===== src/rtl/piped_accum_tree.sv =====
`default_nettype none
// ============================================================================
// Module   : piped_accum_tree
// Purpose  : Pipelined binary adder tree with selectable signed/unsigned
//            arithmetic, plus a windowed accumulator with overflow flag.
// Revision : 1.0 - initial release
// ============================================================================
module piped_accum_tree #(
  parameter int N_args      = 2,
  parameter int arg_width   = 8,
  parameter int signed_mode = 0,
  parameter int reg_every   = 1,
  parameter int acc_ext     = 8,
  parameter int cnt_width   = 16,
  localparam int H          = $clog2(N_args),
  localparam int OUT_WIDTH  = arg_width + H,
  localparam int ACC_WIDTH  = OUT_WIDTH + acc_ext,
  localparam int L          = (H == 0) ? 1 : (H + reg_every - 1) / reg_every
) (
  input  logic                        clk,
  input  logic                        reset,
  input  logic [N_args*arg_width-1:0] args_in,
  input  logic                        we,
  input  logic [cnt_width-1:0]        dump_len,
  input  logic                        clr,
  output logic [OUT_WIDTH-1:0]        sum_out,
  output logic                        sum_valid,
  output logic [ACC_WIDTH-1:0]        acc_out,
  output logic                        acc_valid,
  output logic                        acc_ovf
);

  localparam bit SGN = (signed_mode != 0);

  // Level i holds ceil(N_args / 2^i) operands, each arg_width + i bits wide.
  for (genvar i = 0; i <= H; i++) begin : g_lvl
    localparam int NC = (N_args + (1 << i) - 1) >> i;
    localparam int W  = arg_width + i;
    logic [W-1:0] w_op [NC];

    if (i == 0) begin : g_leaf
      for (genvar j = 0; j < NC; j++) begin : g_lane
        assign w_op[j] = args_in[j*arg_width +: arg_width];
      end
    end else begin : g_node
      localparam int NP  = (N_args + (1 << (i - 1)) - 1) >> (i - 1);
      localparam bit REG = ((i % reg_every) == 0) || (i == H);

      for (genvar j = 0; j < NC; j++) begin : g_pair
        logic [W-2:0] w_pa;
        logic [W-1:0] w_a;
        logic [W-1:0] w_b;
        logic [W-1:0] w_s;

        assign w_pa = g_lvl[i-1].w_op[2*j];
        assign w_a  = {SGN & w_pa[W-2], w_pa};

        if (2*j + 1 < NP) begin : g_two
          logic [W-2:0] w_pb;
          assign w_pb = g_lvl[i-1].w_op[2*j+1];
          assign w_b  = {SGN & w_pb[W-2], w_pb};
        end else begin : g_odd
          assign w_b = '0;
        end

        assign w_s = w_a + w_b;

        if (REG) begin : g_reg
          logic [W-1:0] r_node;
          always_ff @(posedge clk or negedge reset) begin
            if (!reset) r_node <= '0;
            else        r_node <= w_s;
          end
          assign w_op[j] = r_node;
        end else begin : g_comb
          assign w_op[j] = w_s;
        end
      end
    end
  end

  // A single addend still gets its one register stage.
  if (H == 0) begin : g_out_flat
    logic [OUT_WIDTH-1:0] r_flat;
    always_ff @(posedge clk or negedge reset) begin
      if (!reset) r_flat <= '0;
      else        r_flat <= g_lvl[0].w_op[0];
    end
    assign sum_out = r_flat;
  end else begin : g_out_tree
    assign sum_out = g_lvl[H].w_op[0];
  end

  logic [L-1:0] r_vpipe;
  if (L == 1) begin : g_v1
    always_ff @(posedge clk or negedge reset) begin
      if (!reset) r_vpipe <= '0;
      else        r_vpipe <= we;
    end
  end else begin : g_vn
    always_ff @(posedge clk or negedge reset) begin
      if (!reset) r_vpipe <= '0;
      else        r_vpipe <= {r_vpipe[L-2:0], we};
    end
  end
  assign sum_valid = r_vpipe[L-1];

  logic [ACC_WIDTH-1:0] r_acc;
  logic                 r_ovf;
  logic [cnt_width-1:0] r_count;
  logic [cnt_width-1:0] r_len;
  logic [ACC_WIDTH-1:0] r_acc_out;
  logic                 r_acc_ovf;
  logic                 r_acc_valid;

  logic [ACC_WIDTH-1:0] w_ext;
  logic [ACC_WIDTH:0]   w_add;
  logic                 w_add_ovf;
  logic                 w_first;
  logic [cnt_width-1:0] w_len_eff;
  logic [cnt_width:0]   w_count_inc;
  logic                 w_last;
  logic [ACC_WIDTH-1:0] w_next_acc;
  logic                 w_next_ovf;

  always_comb begin
    if (SGN) w_ext = ACC_WIDTH'($signed(sum_out));
    else     w_ext = ACC_WIDTH'(sum_out);
  end

  always_comb begin
    w_add = {1'b0, r_acc} + {1'b0, w_ext};
    if (SGN)
      w_add_ovf = (r_acc[ACC_WIDTH-1] == w_ext[ACC_WIDTH-1]) &&
                  (w_add[ACC_WIDTH-1] != r_acc[ACC_WIDTH-1]);
    else
      w_add_ovf = w_add[ACC_WIDTH];
  end

  // The window length is captured by the first sample; a zero request means one.
  always_comb begin
    w_first     = (r_count == '0);
    w_len_eff   = r_len;
    if (w_first) w_len_eff = (dump_len == '0) ? cnt_width'(1) : dump_len;
    w_count_inc = {1'b0, r_count} + (cnt_width+1)'(1);
    w_last      = (w_count_inc == {1'b0, w_len_eff});
    w_next_acc  = w_first ? w_ext : w_add[ACC_WIDTH-1:0];
    w_next_ovf  = w_first ? 1'b0 : (r_ovf | w_add_ovf);
  end

  always_ff @(posedge clk or negedge reset) begin
    if (!reset) begin
      r_acc       <= '0;
      r_ovf       <= 1'b0;
      r_count     <= '0;
      r_len       <= '0;
      r_acc_out   <= '0;
      r_acc_ovf   <= 1'b0;
      r_acc_valid <= 1'b0;
    end else begin
      r_acc_valid <= 1'b0;
      if (clr) begin
        r_count <= '0;
      end else if (sum_valid) begin
        r_acc <= w_next_acc;
        r_ovf <= w_next_ovf;
        if (w_first) r_len <= w_len_eff;
        if (w_last) begin
          r_count     <= '0;
          r_acc_out   <= w_next_acc;
          r_acc_ovf   <= w_next_ovf;
          r_acc_valid <= 1'b1;
        end else begin
          r_count <= w_count_inc[cnt_width-1:0];
        end
      end
    end
  end

  assign acc_out   = r_acc_out;
  assign acc_ovf   = r_acc_ovf;
  assign acc_valid = r_acc_valid;

endmodule
`default_nettype wire


===== config.mk =====
export PLATFORM = sky130hd
export DESIGN_NAME = piped_accum_tree
export DESIGN_NICKNAME = d
export VERILOG_FILES = /design/src/rtl/piped_accum_tree.sv
export SDC_FILE = /design/constraint.sdc
export NUM_CORES = 1
export LEC_CHECK = 0
export BUFFER_PORTS_ARGS = -buffer_cell sky130_fd_sc_hd__clkbuf_2
export CAP_MARGIN = 10
export CORE_MARGIN = 3
export CORE_UTILIZATION = 53
export DETAILED_ROUTE_END_ITERATION = 12
export PLACE_DENSITY = 0.77
export SLEW_MARGIN = 15
export SYNTH_ARGS = -nofsm -noshare
export SYNTH_HDL_FRONTEND = slang
export SYNTH_SLANG_ARGS = --single-unit

===== constraint.sdc =====
create_clock -name clk -period 3.02 [get_ports clk]
set_input_delay 0.453 -clock clk [delete_from_list [all_inputs] [get_ports clk]]
set_output_delay 0.453 -clock clk [all_outputs]
set_load 0.02 [all_outputs]

==> flow_metrics.tcl <==
set metrics [dict create \
    status "finished, violations left" \
    violations "negative setup slack" \
    regToRegSetupSlack_ns -0.06 \
    clockBufferDepth 2 \
    drc_errors 0 \
    synth_xor_xnor_area_share 0.0828 \
    insertion_delay_ns 0.36 \
    post-route-cell-area_mm2 0.00627 \
    place_congestion 0.872 \
    top_layer_used "met4" \
    clkTransAtPathRegs_ns 0.08 \
    setup_ws_ns -0.0630 \
    ios 65 \
    wl_met3_um 800 \
    ir_drop_uv 327 \
    syn_area_mm2 0.00503 \
    grt_usage 0.248 \
    cts-root-buf "clkbuf_8" \
    finalHoldViolCount 0 \
    areaGrowthSynthToFinish_pct 24.7 \
    dr_wl_met2_um 6290 \
    min_period_ns 3.08 \
    synthArstFlopShare 1.00 \
    total_power_uw 3390 \
    hold_path.class "in2reg" \
    worst-path-buf-inv 3 \
    cp_top_family "multiplexers" \
    muxShareOfSynthArea 0.117 \
    synth_top_family_by_area "simple AND/OR/NAND/NOR gates" \
    end_kind "register" \
    antennaDiodeCount 0 \
    drive_gt1_frac 0.344 \
    cts.sinks 79 \
    synthAdderAreaFrac 0.0552 \
    cp_cell_sequence "inv_2 -> ha_4 -> nor4b_4 -> nand4_1 -> buf_12 -> mux2i_4 -> xnor2_2 -> mux2i_2 -> nand4_4 -> nor3_4 -> buf_12 -> mux2_2" \
    path_max_fanout 14 \
    critPathKind "reg2reg" \
    postRouteAntennaNets 0 \
    synth-compound-area-share 0.129 \
    worst_pin_slew_ns 1.00 \
    met1_length_um 5780 \
    die_h_um 103 \
    rsz0062_at_grt "yes" \
    maxCapViolations 0 \
    cts_buffers 9 \
    grt_pass1_vias 4200 \
    clock_skew_ns 0.0138 \
    via_per_inst 5.89 \
    start_kind "register" \
    drt_first_iter_violations 333 \
    p_leak_uw 0.00290 \
    cts_tree "yes" \
    die_w_um 103 \
    critPathSlowestCell "dfrtp_1" \
    grt_overflow 0 \
    synth_seq_area_share 0.393 \
    start_util 0.561 \
    synth_edf_count 0 \
    max_freq_ghz 0.324 \
    cts_max_level 3 \
    synth_seq_cells 79 \
    ys_types 66 \
    wl_per_cell_um 17.6 \
    drt-total-wl_um 13200 \
    port_buffers 64 \
    antenna_found_initial 0 \
    syn_area_per_cell_um2 9.89 \
    syn_nets 566 \
    grt_pass1_wl_um 20700 \
    coreArea_mm2 0.00898 \
    max_stage_delay_ns 0.43 \
    arrival_ns 3.32 \
    synthFlopType "dfrtp_1" \
    drv_slew 0 \
    hpwl_um 9080 \
    syn-instance-count 509 \
    ctsHoldBuffers 0 \
    ys_warn_count 0 \
    cp_common_cell "buf_12" \
    cp.required_ns 3.26 \
    postPlaceCellArea_mm2 0.00578 \
    die_area_mm2 0.0107 \
    rows 34 \
    dr.pass1.iters 5 \
    post-route-period-util 1.02 \
    num_vias 4409 \
    powerDensity_mw_per_mm2 540 \
    grt_max_degree 80 \
    nets 674 \
    slew_headroom 0.334 \
    setup_viol 13 \
    synthSimpleGateAreaFrac 0.180 \
]
==> path summary, 6_finish.rpt <==
| path | cells past startpoint | from | endpoint |
|---|---|---|---|
| hold / removal | 1 | we | sum_valid |
| min in group asynchronous | 1 | reset | r_count[12] |
| setup / recovery | 12 | r_count[1] | acc_out[1] |
| max in group asynchronous | 1 | reset | r_count[8] |
| setup reg to reg | 12 | r_count[1] | acc_out[1] |
| hold reg to reg | 2 | r_acc[0] | r_acc[0] |
==> per-stage QoR <==
| step | worst slack (ns) | setup TNS, ns | utilization | hold WS (ns) | instances |
|---|---|---|---|---|---|
| final | -0.0630 | -0.552 | 0.699 | 0.197 | 748 |
| after detailed placement | -0.119 | -1.47 | 0.644 | 0.479 | 722 |
| after CTS | 0.000978 | 0 | 0.671 | 0.196 | 739 |
| after global placement | 0.0194 | 0 | 0.644 | 0.464 | 722 |
| after global routing | -0.226 | -4.53 | 0.699 | 0.188 | 748 |
| after floorplan | -0.0570 | -0.456 | - | 0.157 | 509 |
==> cell usage after synthesis (all sizes together), types with 5 or more instances <==
master	instances	share of area
xor2	16	0.028
nor2b	5	0.0062
dfrtp	79	0.39
a22o	7	0.012
o31ai	8	0.012
mux2	34	0.082
clkbuf	12	0.0090
nand3	10	0.0099
nand4	8	0.014
a211oi	7	0.010
buf	13	0.022
o21ai	20	0.020
and3	8	0.0099
inv	18	0.013
ha	19	0.047
nor4	10	0.015
a21o	5	0.0075
xnor2	29	0.050
mux2i	17	0.035
nor2	47	0.035
nor3	15	0.017
nand2	55	0.041
a21oi	14	0.014
==> layer usage <==
layer  up-vias  global-route usage
met4         0              0.0727
met5         -                   0
met1      2130               0.365
li1       2041                   -
met3        32              0.0342
met2       206               0.383
==> state kept, by name, indices dropped and copies added (netlist names) <==
register and flops:
acc_ovf 1, sum_out 9, r_acc 17, r_count 16, r_len 16, r_ovf 1
sum_valid 1, acc_valid 1, acc_out 17
==> cell families after synthesis <==
family | Yosys count
AOI/OAI and AO/OA | 92
xor gates and xnor gates | 46
adders and majority gates | 21
buffers and inverters | 43
DFF | 79
muxes | 51
and+or+nand+nor | 177
==> repair_timing <==
action / 4_1_cts / 5_1_grt
buffers inserted: 1 / 6
pin swaps: 2 / 2
gates cloned: 0 / 3
resized for setup: 4 / 35
setup endpoints to repair: 18 / 27
==> cells in the final DEF, fill, tap and decap left out, drive strengths merged, types with 15 or more instances in the layout <==
cell,Yosys,routed
nor3,15,15
xor2,16,16
nor2,47,47
xnor2,29,29
o21ai,20,20
inv,18,21
dfrtp,79,79
ha,19,19
buf,13,58
nand2,55,55
mux2i,17,17
mux2,34,34
clkbuf,12,74
==> layout make-up <==
class / count / area (um^2)
clock buffer: 10 / 138
clock inverter: 6 / 75.1
timing repair buffer: 122 / 816
inverter: 18 / 67.6
multi-input combinational: 387 / 3040
fill: 654 / 2700
tap: 126 / 158
sequential: 79 / 1980
==> power by group <==
group / switching, uW / total (uW) / leakage [uW] / internal [uW]
sequential: 121 / 1320 / 0.00101 / 1200
clock: 434 / 851 / 0.000105 / 418
combinational: 673 / 1220 / 0.00178 / 545
total: 1230 / 3390 / 0.00290 / 2160
No activity file was read; power rests on OpenSTA's default activity.
